File: src/rtl/shake_pkg.sv
// Shared types and constants for the SHAKE digest-output path.
// The state encoding is shared by the FIFO front end and the APB status decode.
package shake_pkg;

  typedef enum logic [1:0] {
    IDLE    = 2'd0,
    CAPTURE = 2'd1,
    DONE    = 2'd2
  } state_t;

  localparam int SHAKE_WIDTH = 32;
  localparam int SHAKE_LEN_W = 8;

  // APB register offsets that expose done/count (status) and the FIFO head (data).
  localparam logic [7:0] APB_STATUS_OFS = 8'h00;
  localparam logic [7:0] APB_DATA_OFS   = 8'h04;

endpackage

File: src/rtl/shake_dout_fifo_if.sv
// Digest word stream: core-side valid/ready push and APB-side pop strobe.
// slave = the FIFO stage, master = whoever drives the core and APB sides.
interface shake_dout_fifo_if #(
  parameter int WIDTH = 32
);
  logic             s_valid;
  logic             s_ready;
  logic [WIDTH-1:0] s_data;
  logic             m_rd;
  logic             m_valid;
  logic [WIDTH-1:0] m_data;

  modport slave  (input  s_valid, s_data, m_rd,
                  output s_ready, m_valid, m_data);
  modport master (output s_valid, s_data, m_rd,
                  input  s_ready, m_valid, m_data);
endinterface

File: src/rtl/shake_sync_fifo.sv
// Single-clock first-word-fall-through FIFO with a synchronous flush.
// Push while full and pop while empty are ignored; clear wins over both.
module shake_sync_fifo #(
  parameter int WIDTH = 32,
  parameter int DEPTH = 16
) (
  input  logic                     io_mainClk,
  input  logic                     io_systemReset,
  input  logic                     clear,
  input  logic                     push,
  input  logic [WIDTH-1:0]         wr_data,
  input  logic                     pop,
  output logic [WIDTH-1:0]         rd_data,
  output logic [$clog2(DEPTH):0]   count,
  output logic                     full,
  output logic                     empty
);
  localparam int AW = $clog2(DEPTH);
  localparam int CW = AW + 1;

  logic [WIDTH-1:0] mem [DEPTH];
  logic [AW-1:0]    wr_ptr, rd_ptr;
  logic             push_ok, pop_ok;

  assign full    = (count == CW'(DEPTH));
  assign empty   = (count == '0);
  assign push_ok = push && !full;
  assign pop_ok  = pop && !empty;
  // Forced to zero when empty so the reset state of the head is defined.
  assign rd_data = empty ? '0 : mem[rd_ptr];

  // NOTE: the storage array has no reset; empty gating of rd_data covers it.
  always_ff @(posedge io_mainClk) begin
    if (push_ok && !clear) mem[wr_ptr] <= wr_data;
  end

  // NOTE: sequential state uses non-blocking assignments only.
  always_ff @(posedge io_mainClk or negedge io_systemReset) begin
    if (!io_systemReset) begin
      wr_ptr <= '0;
      rd_ptr <= '0;
      count  <= '0;
    end else if (clear) begin
      wr_ptr <= '0;
      rd_ptr <= '0;
      count  <= '0;
    end else begin
      if (push_ok) wr_ptr <= wr_ptr + AW'(1);
      if (pop_ok)  rd_ptr <= rd_ptr + AW'(1);
      case ({push_ok, pop_ok})
        2'b10:   count <= count + CW'(1);
        2'b01:   count <= count - CW'(1);
        default: count <= count;
      endcase
    end
  end

endmodule

File: src/rtl/shake_dout_fifo.sv
// Captures a programmed number of core digest words per hash into a FIFO drained by APB.
// Define SHAKE_DOUT_FIFO_ERR_EN to build the sticky underflow / premature-restart err flag.
module shake_dout_fifo
  import shake_pkg::*;
#(
  parameter int WIDTH = SHAKE_WIDTH,
  parameter int DEPTH = 16,
  parameter int LEN_W = SHAKE_LEN_W
) (
  input  logic                   io_mainClk,
  input  logic                   io_systemReset,
  input  logic                   clear,
  input  logic                   start,
  input  logic [LEN_W-1:0]       out_len,
  shake_dout_fifo_if.slave       bus,
  output logic [$clog2(DEPTH):0] count,
  output logic                   busy,
  output logic                   done,
  output logic                   err
);
  state_t           state, state_nxt;
  logic [LEN_W-1:0] remaining;
  logic             full, empty, push, pop, arm;

  assign push = bus.s_valid && bus.s_ready;
  assign pop  = bus.m_rd && bus.m_valid;
  assign arm  = start && (out_len != '0) && (state != CAPTURE);
  assign bus.m_valid = !empty;

  shake_sync_fifo #(.WIDTH(WIDTH), .DEPTH(DEPTH)) u_fifo (
    .io_mainClk     (io_mainClk),
    .io_systemReset (io_systemReset),
    .clear          (clear),
    .push           (push),
    .wr_data        (bus.s_data),
    .pop            (pop),
    .rd_data        (bus.m_data),
    .count          (count),
    .full           (full),
    .empty          (empty)
  );

  always_ff @(posedge io_mainClk or negedge io_systemReset) begin
    if (!io_systemReset) state <= IDLE;
    else                 state <= state_nxt;
  end

  // NOTE: every comb output gets a default first so no latch is inferred.
  always_comb begin
    state_nxt = state;
    if (clear) begin
      state_nxt = IDLE;
    end else begin
      case (state)
        IDLE, DONE: if (arm) state_nxt = CAPTURE;
        CAPTURE:    if (push && remaining == LEN_W'(1)) state_nxt = DONE;
        default:    state_nxt = IDLE;
      endcase
    end
  end

  always_comb begin
    bus.s_ready = 1'b0;
    busy        = 1'b0;
    done        = 1'b0;
    case (state)
      CAPTURE: begin
        bus.s_ready = !full;
        busy        = 1'b1;
      end
      DONE:    done = 1'b1;
      default: ;
    endcase
  end

  always_ff @(posedge io_mainClk or negedge io_systemReset) begin
    if (!io_systemReset)   remaining <= '0;
    else if (clear)        remaining <= '0;
    else if (arm)          remaining <= out_len;
    else if (push)         remaining <= remaining - LEN_W'(1);
  end

`ifdef SHAKE_DOUT_FIFO_ERR_EN
  logic err_q;
  always_ff @(posedge io_mainClk or negedge io_systemReset) begin
    if (!io_systemReset) err_q <= 1'b0;
    else if (clear)      err_q <= 1'b0;
    else if ((bus.m_rd && empty) || (start && state == CAPTURE)) err_q <= 1'b1;
  end
  assign err = err_q;
`else
  assign err = 1'b0;
`endif

endmodule
File: src/flat_wrapper.sv
// flat-port wrapper written by rule: the top's interface ports become plain ports
module shake_dout_fifo_flat import shake_pkg::*;
#(
  parameter int WIDTH = SHAKE_WIDTH,
  parameter int DEPTH = 16,
  parameter int LEN_W = SHAKE_LEN_W
)
  (io_mainClk, io_systemReset, clear, start, out_len, count, busy, done, err, bus_s_valid, bus_s_data, bus_m_rd, bus_s_ready, bus_m_valid, bus_m_data);
  shake_dout_fifo_if #(.WIDTH(WIDTH)) bus_i ();
  input  logic io_mainClk;
  input  logic io_systemReset;
  input  logic clear;
  input  logic start;
  input  logic [LEN_W-1:0] out_len;
  output logic [$clog2(DEPTH):0] count;
  output logic busy;
  output logic done;
  output logic err;
  input wire logic [$bits(bus_i.s_valid)-1:0] bus_s_valid;
  input wire logic [$bits(bus_i.s_data)-1:0] bus_s_data;
  input wire logic [$bits(bus_i.m_rd)-1:0] bus_m_rd;
  output wire logic [$bits(bus_i.s_ready)-1:0] bus_s_ready;
  output wire logic [$bits(bus_i.m_valid)-1:0] bus_m_valid;
  output wire logic [$bits(bus_i.m_data)-1:0] bus_m_data;
  assign bus_i.s_valid = bus_s_valid;
  assign bus_i.s_data = bus_s_data;
  assign bus_i.m_rd = bus_m_rd;
  assign bus_s_ready = bus_i.s_ready;
  assign bus_m_valid = bus_i.m_valid;
  assign bus_m_data = bus_i.m_data;
  shake_dout_fifo #(.WIDTH(WIDTH), .DEPTH(DEPTH), .LEN_W(LEN_W)) u_core (.io_mainClk(io_mainClk), .io_systemReset(io_systemReset), .clear(clear), .start(start), .out_len(out_len), .bus(bus_i), .count(count), .busy(busy), .done(done), .err(err));
endmodule
File: config.mk
export PLATFORM = sky130hd
export DESIGN_NAME = shake_dout_fifo_flat
export DESIGN_NICKNAME = d
export VERILOG_FILES = /design/src/rtl/shake_pkg.sv /design/src/rtl/shake_dout_fifo_if.sv /design/src/rtl/shake_sync_fifo.sv /design/src/rtl/shake_dout_fifo.sv /design/src/flat_wrapper.sv
export SDC_FILE = /design/constraint.sdc
export NUM_CORES = 1
export LEC_CHECK = 0
export BUFFER_PORTS_ARGS = -buffer_cell sky130_fd_sc_hd__buf_4
export CORE_MARGIN = 5
export CORE_UTILIZATION = 55
export CTS_CLUSTER_SIZE = 30
export DETAILED_ROUTE_END_ITERATION = 8
export PLACE_DENSITY = 0.75
export SLEW_MARGIN = 20
export SYNTH_ARGS = -nofsm -noshare
export SYNTH_HDL_FRONTEND = slang
export SYNTH_SLANG_ARGS = --single-unit
File: constraint.sdc
create_clock -name io_mainClk -period 4.8 [get_ports io_mainClk]
set_input_delay 0.48 -clock io_mainClk [delete_from_list [all_inputs] [get_ports io_mainClk]]
set_output_delay 0.48 -clock io_mainClk [all_outputs]
set_load 0.005 [all_outputs]
### Word-level counts from Yosys, hierarchy flattened

Memory sizes are Yosys's and may differ from the RTL's.
Index checks and enable logic that the tools add are counted.
W data, S select, Z words.

* flip-flop bits (word level): 23
* input port bits: 46
* memories: 1
* output and inout port bits: 42
* RAM bits: 512
* word-level logic and storage cells: 59

Memories
* u_core.u_fifo.mem: words 16, bits a word 32, rd ports 1, clocked after memory_dff 0, write ports 1, RTL line shake_sync_fifo.sv:21 `logic [WIDTH-1:0] mem [DEPTH];`

* reduce and logical (&&, ||, !) cells: 20
* mux-type cells: 19
* $add $sub $neg: 5
* equality and inequality tests: 9

Operators by type and width (count)
* $mux W32: 1
* $mux W8: 3
* $mux W4: 4
* $pmux W5 S2: 1
* $add A4 B1 Y4 const B: 2
* $eq A8 B1 Y1 const B: 1
* $logic_and A1 B1 Y1: 8
* $reduce_bool A8 Y1: 1
* $sub A8 B1 Y8 const B: 1
* $mux W2: 3
* $ne A3 B2 Y1 const B: 2
* $reduce_bool A3 Y1: 2
* $add A5 B1 Y5 const B: 1
* $eq A5 B5 Y1 const B: 1
* $logic_not A5 Y1: 1
* $mux W1: 5
* $mux W5: 1
* $sub A5 B1 Y5 const B: 1
* $eq A2 B1 Y1 const B: 2
* $eq A2 B2 Y1 const B: 2
* $pmux W2 S2: 1
* $reduce_bool A2 Y1: 2
* $logic_not A1 Y1: 3
* $logic_not A2 Y1: 1
* other kinds (3): 3

### Logic depth before layout (Yosys ltp)

Gate-level depths: netlist (run 1).

* word-level depth: 8
* gate-level depth with buffers: 11

### Modules after synthesis

A second synthesis (run 1) with hierarchy kept.

* cells, all modules: 976
* area, all modules: 20918.8 um2

Modules (own cells, without submodules)
* shake_sync_fifo: times used 1, area each 20250.7 um2, cells each 906
* shake_dout_fifo: times used 1, area each 668.1 um2, cells each 70

### Least setup slack after synthesis (run 1)

OpenSTA, ideal clock, no wires.

* kind: register -> register
* start: reg u_core.u_fifo.count[4]
* end: mem u_core.u_fifo.mem[11][0], enable pin
* arrival: 4.403 ns
* library setup time: 0.513 ns
* cell stages (with the launch flop): 5
* path buffers: 1
* path slack: -0.116 ns
* period minus slack after synthesis: 4.916 ns
* cells stage by stage: dfrtp_1 > clkbuf_1 > a21oi_2 > nand2_1 > nor4b_1

* cells in the longest elaborated chain, start to end: 8

RTL lines
* start, declared: RTL line shake_sync_fifo.sv:14 `output logic [$clog2(DEPTH):0] count,`
* start signal, assigned: RTL line shake_sync_fifo.sv:51 `2'b10: count <= count + CW'(1);`
* start signal, assigned: RTL line shake_sync_fifo.sv:52 `2'b01: count <= count - CW'(1);`
* start signal, assigned: RTL line shake_sync_fifo.sv:53 `default: count <= count;`
* $eq A5 B5 Y1 (*): RTL line shake_sync_fifo.sv:25 `assign full = (count == CW'(DEPTH));`
* $logic_not A1 Y1 (*): RTL line shake_sync_fifo.sv:27, shake_dout_fifo.sv:68
* $mux W1: RTL line shake_dout_fifo.sv:66 `case (state)`
* $logic_and A1 B1 Y1: RTL line shake_dout_fifo.sv:25 `assign push = bus.s_valid && bus.s_ready;`
* $logic_and A1 B1 Y1 (*): RTL line shake_sync_fifo.sv:27 `assign push_ok = push && !full;`
* $logic_and A1 B1 Y1 (*): RTL line shake_sync_fifo.sv:34 `if (push_ok && !clear) mem[wr_ptr] <= wr_data;`
* $mux W1 (*): RTL line shake_sync_fifo.sv:34
* $mux W1 (not written as such) (*): RTL line shake_sync_fifo.sv:34
* end, declared: RTL line shake_sync_fifo.sv:21

Mark *: on every way between the ends. The rest lies on a longest branch, timed or not.

### Worst setup path after layout (run 1)

* start: reg u_core.u_fifo.rd_ptr[0]
* end: out bus_m_data[18]

* cells in the longest elaborated chain, start to end: 2

RTL lines
* start, declared: RTL line shake_sync_fifo.sv:22 `logic [AW-1:0] wr_ptr, rd_ptr;`
* start signal, assigned: RTL line shake_sync_fifo.sv:49 `if (pop_ok) rd_ptr <= rd_ptr + AW'(1);`
* $mem_v2 Z16 W32
* $mux W32: RTL line shake_sync_fifo.sv:30 `assign rd_data = empty ? '0 : mem[rd_ptr];`
* end, declared: RTL line flat_wrapper.sv:24 `output wire logic [$bits(bus_i.m_data)-1:0] bus_m_data;`

Every way passes these cells.

==> results of run 1 <==
==> metrics by stage <==
step / total power [mW] / hold slack (ns) / area, um^2 / std cells / setup WS [ns]
final: 11.7 / 0.177 / 23900 / 1625 / 1.20
after global routing: 12.2 / 0.195 / 23900 / 1625 / 0.948
after CTS: 11.8 / 0.164 / 23900 / 1624 / 1.11
after detailed placement: 7.92 / 0.398 / 22200 / 1528 / 1.61
after global placement: 7.89 / 0.395 / 22200 / 1528 / 1.72
after floorplan: 7.07 / 0.184 / 20900 / 963 / 1.11
==> flip-flops by register name, indices dropped and copies added, names as in the netlist <==
signal	flops
u_core.u_fifo.count	5
u_core.u_fifo.mem	512
u_core.state	2
u_core.u_fifo.wr_ptr	4
u_core.u_fifo.rd_ptr	4
u_core.remaining	8
==> synthesized netlist by cell type (2+ instances only) <==
master / number / share of area (%)
nand3b_1: 2 / 0.072
nand2_1: 10 / 0.18
buf_1: 3 / 0.054
a211oi_1: 9 / 0.32
nor2_1: 27 / 0.48
and3_1: 7 / 0.21
a21oi_1: 6 / 0.14
ha_1: 9 / 0.54
and2_1: 6 / 0.18
o22ai_1: 32 / 0.96
nand3_1: 6 / 0.14
inv_1: 6 / 0.11
edfxtp_1: 512 / 73
or3_1: 3 / 0.090
buf_2: 24 / 0.57
xnor2_1: 7 / 0.29
nor3_1: 4 / 0.096
a21oi_2: 2 / 0.084
mux2i_1: 69 / 3.3
nand2b_1: 3 / 0.090
o21ai_0: 3 / 0.072
xor2_1: 8 / 0.33
nor2b_1: 2 / 0.060
clkbuf_1: 25 / 0.45
dfrtp_1: 23 / 2.7
mux4_2: 128 / 14
buf_6: 2 / 0.11
o21ai_4: 2 / 0.16
nor4_1: 3 / 0.090
==> layout make-up <==
| type | count | area [um^2] | area share, % |
|---|---|---|---|
| clock inverter | 28 | 272 | 1.14 |
| multi-input combinational | 367 | 4760 | 19.9 |
| timing repair buffer | 110 | 866 | 3.63 |
| antenna | 1 | 2.50 | 0.0105 |
| sequential | 535 | 16000 | 66.8 |
| inverter | 6 | 22.5 | 0.0943 |
| clock buffer | 67 | 1360 | 5.69 |
| tap | 511 | 639 | 2.68 |
==> where the power goes <==
| part | internal (mW) | switching, mW |
|---|---|---|
| logic | 1.33 | 1.13 |
| clock network | 2.26 | 1.66 |
| registers | 5.16 | 0.167 |
| total | 8.75 | 2.95 |
==> logic make-up after synthesis <==
kind of cell	share of synthesized area (%)
buffers and inverters	1.33
muxes	17.1
adders and majority gates	0.538
AOI/OAI and AO/OA	2.16
xor gates and xnor gates	0.627
and+or+nand+nor	2.03
other	0.0179
DFF	76.2
==> worst paths after layout <==
| path | from | endpoint | slack (ns) |
|---|---|---|---|
| setup / recovery | u_core.u_fifo.rd_ptr[0]$_DFFE_PN0P_ | bus_m_data[18] | 1.20 |
| hold reg to reg | u_core.remaining[3]$_DFFE_PN0P_ | u_core.remaining[3]$_DFFE_PN0P_ | 0.56 |
| min in group asynchronous | io_systemReset | u_core.remaining[0]$_DFFE_PN0P_ | 0.36 |
| hold / removal | out_len[1] | u_core.remaining[1]$_DFFE_PN0P_ | 0.18 |
| max in group asynchronous | io_systemReset | u_core.u_fifo.rd_ptr[1]$_DFFE_PN0P_ | 4.17 |
| setup reg to reg | u_core.u_fifo.count[1]$_DFFE_PN0P_ | u_core.u_fifo.mem[15][13]$_DFFE_PP_ | 1.71 |
==> layer usage <==
metal  global-route usage [%]  share of wire, %
met5                        0             0.030
met4                     5.22               1.8
met3                     3.61               5.8
met2                     36.0                52
met1                     29.0                40
==> worst min-delay path: stages <==
cell and delay [ns]:
buf_4 0.09, mux2i_1 0.05, nor2_1 0.08
==> flow_results.org, run 1 <==
** Synthesis
- Counting flops and latches in the post-synthesis netlist gives 535.
- The number of nets handed over by synthesis was 1018.
- In the synthesized netlist, the number of instances is 963.
- For this run, the register share of the synthesized area comes to 76.2%.
- After synthesis, the netlist uses 49 different library cells.
- Avg Synthesized Cell Area :: 21.7 um^2
- In this run, synthesis inferred 512 flip-flops with an integrated enable.
- The Yosys step of the flow raised 0 warnings.
- Of all flip-flops after synthesis, the portion carrying an async set or reset was 4.30%.
- The most used flip-flop cell after synthesis is edfxtp_1.
- After synthesis the cells add up to 0.0209 mm^2.

** Cells and area
- Net total in the final layout :: 1126
- At the end of the flow the core is filled with cells to 63.4%.
- Post-synthesis to final-layout area growth :: 14.0%
- Counting the fill cells in the layout gives 2543.
- In the layout the commonest cells are edfxtp_1 (512), mux4_2 (128), buf_4 (106), mux2i_1 (69), clkbuf_16 (52).
- Leaving out fill and tap cells, the most frequent cell in the layout is edfxtp_1.
- Of the cells placed in the final design, the portion with a size suffix greater than 1 is 30.5%.

** Global route
- Global routing used 21.1% of the available tracks.
- Global route overflow :: 0
- Pin count of the biggest net entering global routing :: 99
- The initial antenna violation count is 2.
- Number of global-route vias before repair :: 10400
- The first global-routing pass estimated 65600 um of wire.

** Clock network
- Clk Tree Root Cell :: clkbuf_16
- Clock transition time at the flip-flop clock pins of the worst setup and hold paths :: 0.06 ns
- The number of hold buffers added after CTS was 1.
- The H-tree was split into 2 levels.
- Number of CTS-inserted buffers :: 51
- CTS sink count :: 535
- Once the clock tree was built, the resizer swapped 0 gates to a different size.
- No sink is reached through more buffers than the 3 on the longest clock path.
- For the worst-skew pair, the clock arrives at the later sink with an insertion delay of 0.56 ns.
- Clock tree from TritonCTS :: built
- Once the clock tree was built, the setup fixing pass inserted 0 buffers.

** Timing
- Setup repair after global routing left no endpoint under its margin.
- Highest Clock Rate :: 278 MHz
- Across the routed clock network, the largest skew measured is 0.00860 ns.
- Min cycle time layout :: 3.60 ns
- At the pin with the least slew margin, the transition time is 1.17 ns.
- Setup violations remaining at the end of the flow were counted as 0.
- Endpoints failing hold :: 0
- After layout, the worst path uses 75.0% of the clock period.
- The number of max-slew violations in the final report came to 0.
- The worst pin sits at a relative slew slack of 22.2%.
- Setup total negative slack on the finished layout was measured at 0 ns.

** Route
- Iteration count of the initial detailed-routing pass :: 7
- Routed wire per std cell :: 26.9 um
- Number of remaining DRC errors :: 0
- In this run, the number of DRC markers left after iteration 0 of detailed routing was 959.
- Summed over all layers, the routed wires come to 43800 um.
- Number of nets with antenna violations after routing :: 0
- Routed via count :: 9857
- Mean number of vias per cell :: 6.07

** Critical path
- Startpoint Class :: flip-flop
- Crit. End Element :: output pin
- Among the stages of the critical path, the cell type that occurs most often is buf_4.
- For this run, the slowest stage of the critical path takes 0.91 ns.
- Buf+Inv Stages, Crit Path :: 2
- Length in cells of the worst reg-to-reg path :: 5
- For the worst setup path, the data arrival time is 3.12 ns.
- The largest individual stage delay along the critical path comes from the cell dfrtp_4.
- Critical path, cell by cell :: buf_4, mux4_2, mux2i_1, o22ai_1, buf_4
- The critical path crosses 5 cells after its start point.
- In this design, the largest share of critical-path delay is due to flip-flops.
- STA puts the critical path data required time at 4.32 ns.
- Of all nets on the critical path, the largest fanout is 37.
- Setup Crit Path Kind :: reg -> out

** Floorplan
- In this run the count of I/O pins placed on the die edge is 88.
- Effective utilization at floorplan :: 55.6%
- Die outline width :: 205 um
- The die covers 0.0421 mm^2.
- Number of core rows :: 71
- The floorplan step set the die height to 205 um.
- The region available for standard cell placement spans 0.0377 mm^2.

** Placement
- Last weighted congestion value of the routability-driven placer :: 0.748
- The count of buffers added on input and output ports is 86.
- Once detailed placement completed, the half-perimeter wirelength came to 23000 um.

** Hold path
- Along the worst hold path, the cell count comes to 3.
- The worst hold path belongs to the class in -> reg.

** Power and ir drop
- In this run the power density over the cells is 490 mW/mm^2.
- In this run the static leakage power is 7.49 nW.
- Worst vdd ir :: 0.000271 V

** Run
- The tool flagged a number of max-cap violations equal to 0.

** Run status
- The flow ran to the end, and the final reports show no timing, DRC or antenna violations.
No activity file was read; power rests on OpenSTA's default activity.
==> run 2: changes to the inputs <==
==> constraint.sdc (replaced) <==
create_clock -name io_mainClk -period 2.9 [get_ports io_mainClk]
set_input_delay 0.29 -clock io_mainClk [delete_from_list [all_inputs] [get_ports io_mainClk]]
set_output_delay 0.29 -clock io_mainClk [all_outputs]
set_load 0.005 [all_outputs]
==> flow_results.org, run 2 (synthesis results as in run 1) <==
** Critical path
- The startpoint of the worst setup timing path was u_core.u_fifo.rd_ptr[3]$_DFFE_PN0P_ (was u_core.u_fifo.rd_ptr[0]$_DFFE_PN0P_).
- The endpoint of the most critical register-to-register path was u_core.u_fifo.count[4]$_DFFE_PN0P_ (was u_core.u_fifo.mem[15][13]$_DFFE_PP_).
- WP data required :: 2.61 ns (was 4.32 ns)
- The origin of the critical flop-to-flop path was u_core.u_fifo.count[3]$_DFFE_PN0P_ (was u_core.u_fifo.count[1]$_DFFE_PN0P_).
- The kind of capture point of the worst setup path is an output pin (unchanged).
- Register-to-register setup slack :: 0.12 ns (was 1.71 ns)
- The worst-case reg-to-reg path depth was 9 (was 5).
- Largest driver fanout on the critical path :: 39 (was 37)
- The startpoint class of the critical path is a flip-flop (unchanged).
- Setup Crit Path Kind :: reg -> out (unchanged)
- Data arrival time of the worst path :: 2.60 ns (was 3.12 ns)

** Floorplan
- Die outline width :: 205 um (unchanged)
- Chip height :: 205 um (unchanged)
- Number of core rows :: 71 (unchanged)
- Effective utilization at floorplan :: 55.6% (unchanged)
- The area of the die was 0.0421 mm^2 (unchanged).
- The count of boundary I/O pins was 88 (unchanged).
- Core region area :: 0.0377 mm^2 (unchanged)

** Timing
- Worst Slack Setup Final :: 0.0121 ns (was 1.20 ns)
- The number of max-slew violations in the final report is 0 (unchanged).
- The smallest clock period supported by the final layout is computed as 2.89 ns.
- The count of endpoints failing setup in the final report is 0 (unchanged).
- The transition time of the tightest slew-check pin came to 1.05 ns (was 1.17 ns).
- Fraction of the cycle the final worst path needs :: 99.6%
- The final-report hold violation count was 0 (unchanged).
- Max-slew headroom :: 30.2% (was 22.2%)
- Clock skew :: 0.0205 ns (was 0.00860 ns)
- The final hold slack was 0.0528 ns (was 0.177 ns).
- Setup repair after global routing missed its margin :: yes (was no)
- Timing would allow up to 346 MHz.

** Cells and area
- Net total in the final layout :: 1191 (was 1126)
- Largest registers ranked by flip-flop count :: u_core.u_fifo.mem (512), u_core.remaining (8), u_core.u_fifo.count (5) (unchanged)
- The area growth from synthesis to layout was 19.1% (was 14.0%).
- Register containing the most flip-flops in the final layout :: u_core.u_fifo.mem (unchanged)
- Count of inserted antenna diode cells :: 0 (was 1)
- The fraction of layout cells with a size suffix above 1 was 32.1% (was 30.5%).
- The cell area after layout is 0.0249 mm^2 (was 0.0239 mm^2).
- Most frequent standard cell in the layout excluding fill and tap cells :: edfxtp_1 (unchanged)
- Max reg flops :: 512 (unchanged)
- Commonest cells after routing, fill and taps aside :: edfxtp_1 (512), mux4_2 (128), buf_4 (112), mux2i_1 (65), clkbuf_16 (54) (was edfxtp_1 (512), mux4_2 (128), buf_4 (106), mux2i_1 (69), clkbuf_16 (52))

** Clock network
- The source-to-sink clock delay at the later pin of the worst-skew pair came to 0.59 ns (was 0.56 ns).
- The H-tree depth was 2 (unchanged).
- Clock tree from TritonCTS :: built (unchanged)
- Clk Tree Root Cell :: clkbuf_16 (unchanged)
- Worst-case clock buffer depth :: 3 (unchanged)
- Clock transition time at the flip-flop clock pins of the worst setup and hold paths :: 0.06 ns (about the same)
- The number of buffers added by the clock tree synthesis step came to 53 (was 51).
- CTS sink count :: 535 (unchanged)

** Hold path
- Min-Delay Path Class :: in -> reg (unchanged)
- Hold Crit Depth :: 3 (unchanged)
- Worst Hold End :: u_core.u_fifo.rd_ptr[1]$_DFFE_PN0P_ (was u_core.remaining[1]$_DFFE_PN0P_)
- Origin of the worst min-delay path :: bus_m_rd (was out_len[1])

** Run status
- Run status :: finished clean (unchanged)

** Run
- The total of max-cap violations came to 0 (unchanged).

** Power and ir drop
- The reported leakage power was 7.95 nW (was 7.49 nW).
- Worst vdd ir :: 0.000533 V (was 0.000271 V)
- Power Dens Cells :: 822 mW/mm^2 (was 490 mW/mm^2)

** Route
- Routed wire length :: 43700 um (was 43800 um)
- Number of DRC markers after the initial detailed-route iteration :: 869 (was 959)
- Routed wire per std cell :: 25.9 um (was 26.9 um)
- Number of nets with antenna violations after routing :: 0 (unchanged)
- The iteration count of the initial detailed-routing pass is 5 (was 7).
- Number of remaining DRC errors :: 0 (unchanged)
- Routed via count :: 10200 (was 9857)
- Mean number of vias per cell :: 6.02 (was 6.07)

** Global route
- The pin count of the biggest net entering global routing came to 40 (was 99).
- Met1 track demand over resource :: 29.0% (about the same)
- Global-route wire length before repair :: 66800 um (was 65600 um)
- The global routing met3 resource utilization came to 3.10% (was 3.61%).
- Global-route track usage on met2 :: 36.3% (was 36.0%)
- The busiest metal layer after global routing is met2 (unchanged).
- Number of global-route vias before repair :: 10900 (was 10400)
- The remaining global-route overflow is 0 (unchanged).
- The total global-route track usage came to 21.3% (was 21.1%).
- Number of antenna violations at the first check in global routing :: 1 (was 2)

** Placement
- The last weighted congestion value of the routability-driven placer came to 0.762 (was 0.748).
- Count of input and output buffers :: 86 (unchanged)
- Post-placement cell area :: 0.0226 mm^2 (was 0.0222 mm^2)
- The final HPWL from detailed placement came to 24400 um (was 23000 um).
- Worst slack, placed :: 0.158 ns (was 1.61 ns)
## run 2: changes by cell type in the layout (fill, tap and decap cells not counted), moves of 4 or more
| cell | delta |
|---|---|
| dlygate4sd3_1 | +36 |
| bufinv_16 | +5 |
| buf_12 | +15 |
| mux2i_1 | -4 |
| buf_4 | +6 |
## run 2: what timing repair did
item	4_1_cts	5_1_grt
buffers inserted	4	1
setup endpoints to repair	29	19
endpoints found under the hold margin	522	0
hold buffers	37	0
cloned	0	1
gates resized for setup	0	14
## run 2: worst max-delay path: stages, from the launching register on
cell,delay (ns)
dfrtp_4,1.01
buf_4,0.39
mux2i_1,0.28
o22ai_2,0.14
buf_4,0.16
## run 2: power by group
part	internal [mW]	leakage [nW]	switching, mW
Combinational	2.54	2.17	2.24
Clock	4.26	0.874	2.80
Sequential	8.54	4.91	0.113
## run 2: per-layer routing
layer	routed length, um	vias to the layer above
met5	13	-
met4	1140	2
met3	2380	74
met2	22900	377
met1	17300	5323
li1	-	4389
## run 2: how the worst max path moves through the flow
stage | end | slack [ns] | cells after the start
finish | bus_m_data[8] | 0.01 | 4
global route | bus_m_data[9] | -0.02 | 6
CTS | bus_m_data[0] | -0.01 | 5
detailed placement | u_core.u_fifo.count[4]$_DFFE_PN0P_ | 0.16 | 9
global placement | u_core.u_fifo.count[4]$_DFFE_PN0P_ | 0.20 | 9
floorplan | u_core.u_fifo.mem[15][0]$_DFFE_PP_ | 0.05 | 4
## run 2: area by class of cell
cell class / instances / area (um^2)
multi-input cells: 367 / 4810
inverters: 6 / 22.5
well taps: 511 / 639
clock buffers: 66 / 1380
repair buffers: 173 / 1710
clock inverters: 30 / 424
flip-flops and latches: 535 / 16000
fillers: 2453 / 12700
## run 2: through the flow
step	utilization (%)	cells	power [mW]	setup TNS, ns
floorplan	-	963	11.7	0
global placement	60.0	1549	13.3	0
detailed placement	60.0	1549	13.4	0
CTS	65.9	1686	20.5	-0.0126
global route	66.2	1688	21.3	-0.0586
finish	66.2	1688	20.5	0
